**config.mk**
```make
export PLATFORM = sky130hd
export DESIGN_NAME = bcd_display_scan
export DESIGN_NICKNAME = d
export VERILOG_FILES = /design/src/rtl/bcd_display_scan.sv
export SDC_FILE = /design/constraint.sdc
export NUM_CORES = 1
export LEC_CHECK = 0
export CORE_AREA = 2 2 96 98
export CTS_CLUSTER_SIZE = 25
export DETAILED_ROUTE_END_ITERATION = 8
export DIE_AREA = 0 0 98 100
export GPL_TIMING_DRIVEN = 0
export PLACE_DENSITY = 0.48
export SYNTH_ARGS = -nofsm -noshare
export SYNTH_HDL_FRONTEND = slang
export SYNTH_SLANG_ARGS = --single-unit
```
**constraint.sdc**
```tcl
create_clock -name clk -period 3.6 [get_ports clk]
set_clock_uncertainty 0.1 [all_clocks]
set_input_delay 0.72 -clock clk [delete_from_list [all_inputs] [get_ports clk]]
set_output_delay 0.72 -clock clk [all_outputs]
set_load 0.005 [all_outputs]
```
**src/rtl/bcd_display_scan.sv**
```systemverilog
// ============================================================================
// bcd_display_scan
// ----------------------------------------------------------------------------
// Drives a 2-digit multiplexed 7-segment display from the two-digit BCD
// up/down counter.  A slot counter walks a four-slot frame
//     BLANK1 -> DIG0 -> BLANK0 -> DIG1 -> BLANK1 ...
// where the blank slots keep every output off so the previous digit cannot
// ghost into the next one while the anode drivers switch over.
//
// Both digits are snapshotted on the DIG0 entry edge, so one frame always
// shows a single consistent counter value.  The one-cycle carry/borrow flag
// is stretched into a decimal-point flash on the tens digit that lasts for
// FLASH_FRAMES full DIG1 slots after the most recent carry rising edge.
//
// Optional build macro:
//   LZB_EN  - leading-zero blanking.  When the held tens digit is 0, its
//             segments stay off for the DIG1 slot; its anode is enabled only
//             if the decimal point has to be shown in that slot.
//
// Parameters:
//   REFRESH_DIV    clk cycles per lit digit slot (>= 2)
//   BLANK_DIV      clk cycles per blank slot (>= 1)
//   FLASH_FRAMES   DIG1 slots with dp lit after a carry rising edge (>= 1)
//   SEG_ACTIVE_LOW 1: seg/dp/an active-low, 0: active-high
//
// Ports:
//   clk    in   system clock, rising edge
//   reset  in   synchronous, active-high reset
//   q0     in   [3:0] units BCD digit
//   q1     in   [3:0] tens BCD digit
//   c      in   carry/borrow level from the counter (may be a 1-cycle pulse)
//   seg    out  [6:0] segments {g,f,e,d,c,b,a}, registered
//   dp     out  decimal point (tens digit only), registered
//   an     out  [1:0] digit enables, an[0] = units, an[1] = tens, registered
// ============================================================================
module bcd_display_scan #(
    parameter int REFRESH_DIV    = 50000,
    parameter int BLANK_DIV      = 500,
    parameter int FLASH_FRAMES   = 50,
    parameter int SEG_ACTIVE_LOW = 1
) (
    input  logic       clk,
    input  logic       reset,
    input  logic [3:0] q0,
    input  logic [3:0] q1,
    input  logic       c,
    output logic [6:0] seg,
    output logic       dp,
    output logic [1:0] an
);

    // ------------------------------------------------------------------------
    // Derived constants
    // ------------------------------------------------------------------------
    localparam int MAX_DIV = (REFRESH_DIV > BLANK_DIV) ? REFRESH_DIV : BLANK_DIV;
    localparam int CNT_W   = (MAX_DIV > 1) ? $clog2(MAX_DIV) : 1;
    localparam int FL_W    = $clog2(FLASH_FRAMES + 1);
    localparam bit ACT_LOW = (SEG_ACTIVE_LOW != 0);

    localparam logic [CNT_W-1:0] REF_LAST = CNT_W'(REFRESH_DIV - 1);
    localparam logic [CNT_W-1:0] BLK_LAST = CNT_W'(BLANK_DIV - 1);
    localparam logic [FL_W-1:0]  FL_LOAD  = FL_W'(FLASH_FRAMES);

    typedef enum logic [1:0] {
        BLANK1 = 2'd0,
        DIG0   = 2'd1,
        BLANK0 = 2'd2,
        DIG1   = 2'd3
    } state_t;

    // ------------------------------------------------------------------------
    // Helpers: BCD decode and conversion from active-high pattern to pin level
    // ------------------------------------------------------------------------
    function automatic logic [6:0] decode(input logic [3:0] d);
        logic [6:0] p;
        case (d)
            4'd0:    p = 7'h3F;
            4'd1:    p = 7'h06;
            4'd2:    p = 7'h5B;
            4'd3:    p = 7'h4F;
            4'd4:    p = 7'h66;
            4'd5:    p = 7'h6D;
            4'd6:    p = 7'h7D;
            4'd7:    p = 7'h07;
            4'd8:    p = 7'h7F;
            4'd9:    p = 7'h6F;
            default: p = 7'h40;     // non-BCD codes render as "-"
        endcase
        return p;
    endfunction

    function automatic logic [6:0] seg_lvl(input logic [6:0] p);
        return ACT_LOW ? ~p : p;
    endfunction

    function automatic logic [1:0] an_lvl(input logic [1:0] p);
        return ACT_LOW ? ~p : p;
    endfunction

    function automatic logic bit_lvl(input logic p);
        return ACT_LOW ? ~p : p;
    endfunction

    // ------------------------------------------------------------------------
    // State
    // ------------------------------------------------------------------------
    state_t            state_reg;
    logic [CNT_W-1:0]  cnt_reg;
    logic [3:0]        h0_reg;
    logic [3:0]        h1_reg;
    logic [FL_W-1:0]   flash_cnt_reg;
    logic              c_d_reg;
    logic              dp_counts_reg;   // current DIG1 slot consumes one flash frame
    logic [6:0]        seg_reg;
    logic              dp_reg;
    logic [1:0]        an_reg;

    // ------------------------------------------------------------------------
    // Digit decoders: [0] live units input (used at the snapshot edge),
    // [1] held units digit, [2] held tens digit.
    // ------------------------------------------------------------------------
    logic [3:0] dig_src [3];
    logic [6:0] dig_pat [3];

    assign dig_src[0] = q0;
    assign dig_src[1] = h0_reg;
    assign dig_src[2] = h1_reg;

    generate
        for (genvar gi = 0; gi < 3; gi++) begin : g_decode
            assign dig_pat[gi] = decode(dig_src[gi]);
        end
    endgenerate

    // ------------------------------------------------------------------------
    // Slot timing and carry edge detection
    // ------------------------------------------------------------------------
    logic slot_is_digit;
    logic slot_last;
    logic c_rise;
    logic dig1_exit;
    logic flash_live;

    assign slot_is_digit = (state_reg == DIG0) || (state_reg == DIG1);
    assign slot_last     = (cnt_reg == (slot_is_digit ? REF_LAST : BLK_LAST));
    assign c_rise        = c & ~c_d_reg;
    assign dig1_exit     = (state_reg == DIG1) && slot_last;
    assign flash_live    = (flash_cnt_reg != '0);

    // ------------------------------------------------------------------------
    // Scan FSM, snapshot, flash stretcher and registered outputs
    // ------------------------------------------------------------------------
    always_ff @(posedge clk) begin
        if (reset) begin
            state_reg     <= BLANK1;
            cnt_reg       <= '0;
            h0_reg        <= 4'd0;
            h1_reg        <= 4'd0;
            flash_cnt_reg <= '0;
            c_d_reg       <= 1'b0;
            dp_counts_reg <= 1'b0;
            seg_reg       <= seg_lvl(7'h00);
            dp_reg        <= bit_lvl(1'b0);
            an_reg        <= an_lvl(2'b00);
        end else begin
            c_d_reg <= c;

            // A new carry edge always reloads; otherwise a DIG1 slot that
            // showed dp for its whole length uses up one frame of the flash.
            if (c_rise) begin
                flash_cnt_reg <= FL_LOAD;
            end else if (dig1_exit && dp_counts_reg && flash_live) begin
                flash_cnt_reg <= flash_cnt_reg - 1'b1;
            end

            // A slot in which a reload happens is not a full slot after the
            // latest edge, so it must not consume a frame of the new flash.
            if (c_rise) begin
                dp_counts_reg <= 1'b0;
            end

            if (slot_last) begin
                cnt_reg <= '0;
                case (state_reg)
                    BLANK1: begin
                        state_reg <= DIG0;
                        h0_reg    <= q0;
                        h1_reg    <= q1;
                        seg_reg   <= seg_lvl(dig_pat[0]);
                        an_reg    <= an_lvl(2'b01);
                        dp_reg    <= bit_lvl(1'b0);
                    end
                    DIG0: begin
                        state_reg <= BLANK0;
                        seg_reg   <= seg_lvl(7'h00);
                        an_reg    <= an_lvl(2'b00);
                        dp_reg    <= bit_lvl(1'b0);
                    end
                    BLANK0: begin
                        state_reg     <= DIG1;
                        dp_reg        <= bit_lvl(flash_live);
                        dp_counts_reg <= flash_live && !c_rise;
`ifdef LZB_EN
                        if (h1_reg == 4'd0) begin
                            // Blanked leading zero: anode only for the dp.
                            seg_reg <= seg_lvl(7'h00);
                            an_reg  <= an_lvl(flash_live ? 2'b10 : 2'b00);
                        end else begin
                            seg_reg <= seg_lvl(dig_pat[2]);
                            an_reg  <= an_lvl(2'b10);
                        end
`else
                        seg_reg <= seg_lvl(dig_pat[2]);
                        an_reg  <= an_lvl(2'b10);
`endif
                    end
                    default: begin  // DIG1
                        state_reg <= BLANK1;
                        seg_reg   <= seg_lvl(7'h00);
                        an_reg    <= an_lvl(2'b00);
                        dp_reg    <= bit_lvl(1'b0);
                    end
                endcase
            end else begin
                cnt_reg <= cnt_reg + 1'b1;
                // Inside DIG0 the segments are re-asserted from the snapshot,
                // which holds exactly the value decoded at the entry edge.
                if (state_reg == DIG0) begin
                    seg_reg <= seg_lvl(dig_pat[1]);
                end
            end
        end
    end

    assign seg = seg_reg;
    assign dp  = dp_reg;
    assign an  = an_reg;

endmodule

```
==> reports/qor.yml, run 1 <==
hpwl_um: 4915
seqPwrFrac_pct: 45.1
relSlewSlack_pct: 55.70
coreArea_sq_um: 8890
ios: 21
clock-sinks: 58
cts_buffers: 9
synth_area_leaders: "dfxtp_1 38%, ha_1 11%, nor2_1 6.1%"
cp_slowest_cell: "clkdlybuf4s50_1"
root_buffer: "clkbuf_8"
synth.most_common_cell: "dfxtp_1"
maxSlewViolCount: 0
worstReg2RegEnd: "dig_pat[5]$_DFF_P_"
yosys_warnings: 0
via_per_inst: 4.940
min_from: "cnt_reg[0]$_SDFF_PP0_"
finalSetupViolCount: 0
p_total_mw: 1.446
min_delay_path_depth: 1
drt-pass1-iter-count: 4
reg2regPathDepth: 11
path_buf_inv: 6
r2r-start: "cnt_reg[0]$_SDFF_PP0_"
arrival_ps: 3500
synth_top_area_cell: "dfxtp_1"
path_class: "in -> reg"
antenna_found_initial: 0
rsz0062_at_grt: "no"
start_util_pct: 34.03
dieArea_sq_um: 9800
status: "completed"
yosysSeqAreaShare_pct: 38.38
grt_max_degree: 11
insertion_delay_ps: 340
place_congestion: 0.7900
totalWireLength_um: 6799
place_inst: 476
setup-tns-final_ps: 0
synth.cell_area_sq_um: 3025
ys_types: 46
peakVddDrop_uv: 171.2
path_clk_slew_ps: 70
grt_usage_pct: 14.64
core.rowCount: 35
p_comb_share_pct: 5.1
synth_area_per_cell_sq_um: 8.744
synth_common_cells: "58 x dfxtp_1, 49 x nor2_1, 26 x ha_1"
overflow: 0
regArea_sq_um: 1161
finalCriticalPeriod_ps: 3320
grt_pass1_wl_um: 11350
holdWs_ps: 364.3
crit_fanout: 10
ys.flop_type: "dfxtp_1"
required_ps: 3780
async_flop_share_pct: 0
wire_per_inst_um: 13.68
finalHoldViolations: 0
synth_nets: 383
finalCritPeriodShare_pct: 92.21
cp-end-kind: "flop"
cts_tree: "done"
fin_cells: 497
antenna_left: 0
route.detailed.drc: 0
hold_buffers: 0
drive_above_1_share_pct: 7.772
worstMarginPinSlew_ps: 646.0
critPathTopFamily: "buffers and inverters"
p_per_area_nw_per_um2: 398.9
drt_iter0_drc: 79
netSwitchingPower_mw: 0.3117
n_antenna_cell: 0
reg2reg_slack_ps: 300
p_clk_share_pct: 49.8
min_path_type: "reg -> reg"
grt_pass1_vias: 2363
htree_levels: 3
startpoint_type: "input pin"
p_int_mw: 1.135
syn_inst: 346
die_y_um: 100
clock_path_buffers: 2
cpPeakStageDelay_ps: 650
synth_edf_count: 0
syn_to_final_growth_pct: 19.85
fmax_mhz: 301.2
multiInputGateArea_sq_um: 1722
ys_ff_latch: 58
swShare_pct: 21.55
largest_reg_flops: 16
maxCapViolCount: 0
vias: 2455
port_buffers: 19
yosysTopAreaCellShare_pct: 38.38
nNetsFinal: 418
crit_path_cell_trace: "clkdlybuf4s50_1 -> clkbuf_1 -> clkbuf_1 -> clkbuf_2 -> nor2_1 -> inv_1 -> ha_1 -> inv_1 -> mux2_2 -> o21bai_2"
fillerInstances: 937
chipWidth_um: 98
p_leak_nw: 1.402
min_to: "cnt_reg[0]$_SDFF_PP0_"
timing repair:
item / in CTS / in global routing
gates resized for setup: 1 / 0
endpoints found under the hold margin: 0 / 0
buffers inserted: 0 / 5
pin swaps: 0 / 1
setup endpoints to repair: 2 / 8
gates cloned: 0 / 0
power groups by stage:
stage               Clock, mW  Sequential, mW  Combinational, mW
floorplan                   0           0.665             0.0460
global placement            0           0.666             0.0748
detailed placement          0           0.666             0.0745
CTS                     0.739           0.652             0.0749
global route            0.761           0.652             0.0849
finish                  0.720           0.652             0.0742
area by class of cell:
| type | count | area share, % |
|---|---|---|
| Buffer | 14 | 1.587 |
| Clock buffer | 10 | 3.520 |
| Clock inverter | 6 | 2.899 |
| Inverter | 23 | 2.381 |
| Multi-Input combinational cell | 251 | 47.48 |
| Sequential cell | 58 | 32.02 |
| Tap cell | 111 | 3.830 |
| Timing Repair Buffer | 24 | 6.280 |
per-stage QoR:
stage / utilization (%) / area (sq um) / worst slack (ps)
after floorplan: - / 3025 / 527.4
after global routing: 40.79 / 3626 / 23.36
after global placement: 37.73 / 3354 / -320.8
after CTS: 40.37 / 3588 / 119.7
after detailed placement: 37.73 / 3354 / -398.0
final: 40.79 / 3626 / 280.3
cells by family after synthesis:
kind of cell | Yosys count | synth area share (%)
multiplexers | 13 | 4.343
buffers and inverters | 37 | 4.714
AND/OR/NAND/NOR | 128 | 21.26
XOR/XNOR | 18 | 5.211
flip-flops | 58 | 38.38
adder cells (fa/ha/maj) | 26 | 10.75
AO/OA/AOI/OAI | 66 | 15.34
placed cells by master (no fill, tap or decap), drive strengths merged, types with 7 or more instances in the layout:
cell type and n:
buf 8, inv 22, nor3 9, o21ai 7, nor2 49, a211oi 11, nand2b 10, clkbuf 21
dfxtp 58, o221ai 7, ha 26, a211o 10, a21oi 17, nand2 18, nor2b 10, xor2 10
xnor2 8, mux2i 12, nand3 13, clkdlybuf4s50 19
worst max-delay path by stage:
| stage | start | end | slack [ps] | cells past startpoint |
|---|---|---|---|---|
| detailed placement | reset | dig_pat[12]$_DFF_P_ | -400 | 10 |
| global placement | reset | dig_pat[12]$_DFF_P_ | -320 | 10 |
| global route | reset | dig_pat[12]$_DFF_P_ | 20 | 10 |
| finish | reset | dig_pat[12]$_DFF_P_ | 280 | 10 |
| CTS | state_reg[0]$_SDFFE_PP0N_ | dig_pat[12]$_DFF_P_ | 120 | 12 |
| floorplan | state_reg[0]$_SDFFE_PP0N_ | dig_pat[12]$_DFF_P_ | 530 | 12 |
metal layers:
layer	vias up	wire, um	track usage [%]
met5	-	0	0
li1	1267	-	-
met1	1142	3268	18.77
met2	37	3162	23.34
met4	0	123	5.556
met3	9	245	4.387
Power figures use the tool's default switching activity.
==> run 2: changes to the inputs <==
==> config.mk (replaced) <==
export PLATFORM = sky130hd
export DESIGN_NAME = bcd_display_scan
export DESIGN_NICKNAME = d
export VERILOG_FILES = /design/src/rtl/bcd_display_scan.sv
export SDC_FILE = /design/constraint.sdc
export NUM_CORES = 1
export LEC_CHECK = 0
export CORE_AREA = 2 2 111 86
export CTS_CLUSTER_SIZE = 25
export DETAILED_ROUTE_END_ITERATION = 8
export DIE_AREA = 0 0 113 88
export GPL_TIMING_DRIVEN = 0
export PLACE_DENSITY = 0.47
export SYNTH_ARGS = -nofsm -noshare
export SYNTH_HDL_FRONTEND = slang
export SYNTH_SLANG_ARGS = --single-unit
==> reports/qor.yml, run 2 (synthesized netlist as in run 1, its figures left out) <==
hpwl_um: 5298
place_inst: 477
dpl_cell_area_sq_um: 3356
totalWireLength_um: 7026
core.rowCount: 30
finalSetupViolCount: 0
maxCapViolCount: 0
min_path_type: "reg -> reg"
die_y_um: 88
grt_pass1_wl_um: 11770
crit_fanout: 10
grt_max_degree: 11
rsz0062_at_grt: "no"
maxSlewViolCount: 0
antenna_left: 0
dieArea_sq_um: 9944
fillerInstances: 920
hold_buffers: 0
startpoint_type: "flop"
n_antenna_cell: 0
final_cell_mix: "58 x dfxtp_1, 49 x nor2_1, 26 x ha_1"
finalHoldViolations: 0
antenna_found_initial: 0
syn_to_final_growth_pct: 21.13
fin_cells: 497
multiInputGateArea_sq_um: 1722
clock_path_buffers: 2
p_per_area_nw_per_um2: 404.4
path_clk_slew_ps: 50
grt_pass1_vias: 2299
cp-end-kind: "flop"
required_ps: 3750
layout_commonest_cell: "dfxtp_1"
drt-pass1-iter-count: 6
coreArea_sq_um: 8859
path_class: "reg -> reg"
insertion_delay_ps: 320
cts_buffers: 9
stdcell_area_sq_um: 3665
via_per_inst: 4.887
root_buffer: "clkbuf_16"
drive_above_1_share_pct: 7.013
port_buffers: 19
peakVddDrop_uv: 246.0
finalCriticalPeriod_ps: 3333
finalCritPeriodShare_pct: 92.58
wire_per_inst_um: 14.14
nNetsFinal: 417
htree_levels: 3
chipWidth_um: 113
place_congestion: 0.8409
fmax_mhz: 300.1
arrival_ps: 3480
p_leak_nw: 1.409
regArea_sq_um: 1161
route.detailed.drc: 2
clock-sinks: 58
status: "finished, violations left"
cts_tree: "done"
relSlewSlack_pct: 51.87
worstMarginPinSlew_ps: 701.9
grt_usage_pct: 15.19
vias: 2429
ios: 21
largest_reg_flops: 16
overflow: 0
start_util_pct: 34.15
drt_iter0_drc: 99
violations: "design-rule violations"
p_total_mw: 1.482
[run 2: area by class of cell]
type,count,area share [%]
Buffer,14,1.571
Tap cell,112,3.824
Multi-Input combinational cell,251,46.98
Timing Repair Buffer,23,6.350
Inverter,23,2.356
Sequential cell,58,31.68
Clock buffer,13,6.828
Clock inverter,3,0.4097
[run 2: worst paths after layout]
path	endpoint	slack [ps]	startpoint	cells past startpoint
hold reg to reg	cnt_reg[0]$_SDFF_PP0_	370	cnt_reg[0]$_SDFF_PP0_	1
hold / removal	cnt_reg[0]$_SDFF_PP0_	370	cnt_reg[0]$_SDFF_PP0_	1
setup reg to reg	dig_pat[12]$_DFF_P_	270	cnt_reg[0]$_SDFF_PP0_	13
setup / recovery	dig_pat[12]$_DFF_P_	270	cnt_reg[0]$_SDFF_PP0_	13
[run 2: metal layers]
layer / share of wire [%] / up-vias / track usage [%] / wire [um]
li1: - / 1270 / - / -
met1: 56 / 1122 / 22.98 / 3911
met2: 40 / 32 / 21.18 / 2829
met3: 3.3 / 5 / 3.945 / 234
met4: 0.73 / 0 / 3.991 / 51
met5: 0 / - / 0 / 0
[run 2: what timing repair did]
item | 4_1_cts | 5_1_grt
resized for setup | 1 | 0
pin swaps | 0 | 1
endpoints found under the setup margin | 1 | 7
buffers inserted | 0 | 4
[run 2: per-stage QoR]
step / utilization [%] / TNS [ps] / hold WS, ps / setup slack [ps]
floorplan: - / 0 / 326.2 / 527.4
global placement: 37.88 / -2472 / 346.7 / -326.1
detailed placement: 37.88 / -2314 / 363.0 / -331.9
CTS: 40.89 / 0 / 373.1 / 120.3
global route: 41.37 / 0 / 384.0 / 61.23
finish: 41.37 / 0 / 370.9 / 267.2
[run 2: critical path, cell delays in order, from the launching register on]
cell      delay [ps]
dfxtp_1          370
ha_1             240
or4b_1           510
a211o_1          330
nor3_4           220
buf_12           160
buf_2            230
mux2i_1          260
nor2_1           120
inv_1            140
ha_1             160
inv_1             50
mux2_2           270
o21bai_2         100
[run 2: power by group]
group / internal [mW] / total [mW] / switching (mW)
clock: 0.480 / 0.753 / 0.273
combinational: 0.0309 / 0.0750 / 0.0441
sequential: 0.649 / 0.654 / 0.00449
total: 1.16 / 1.48 / 0.322
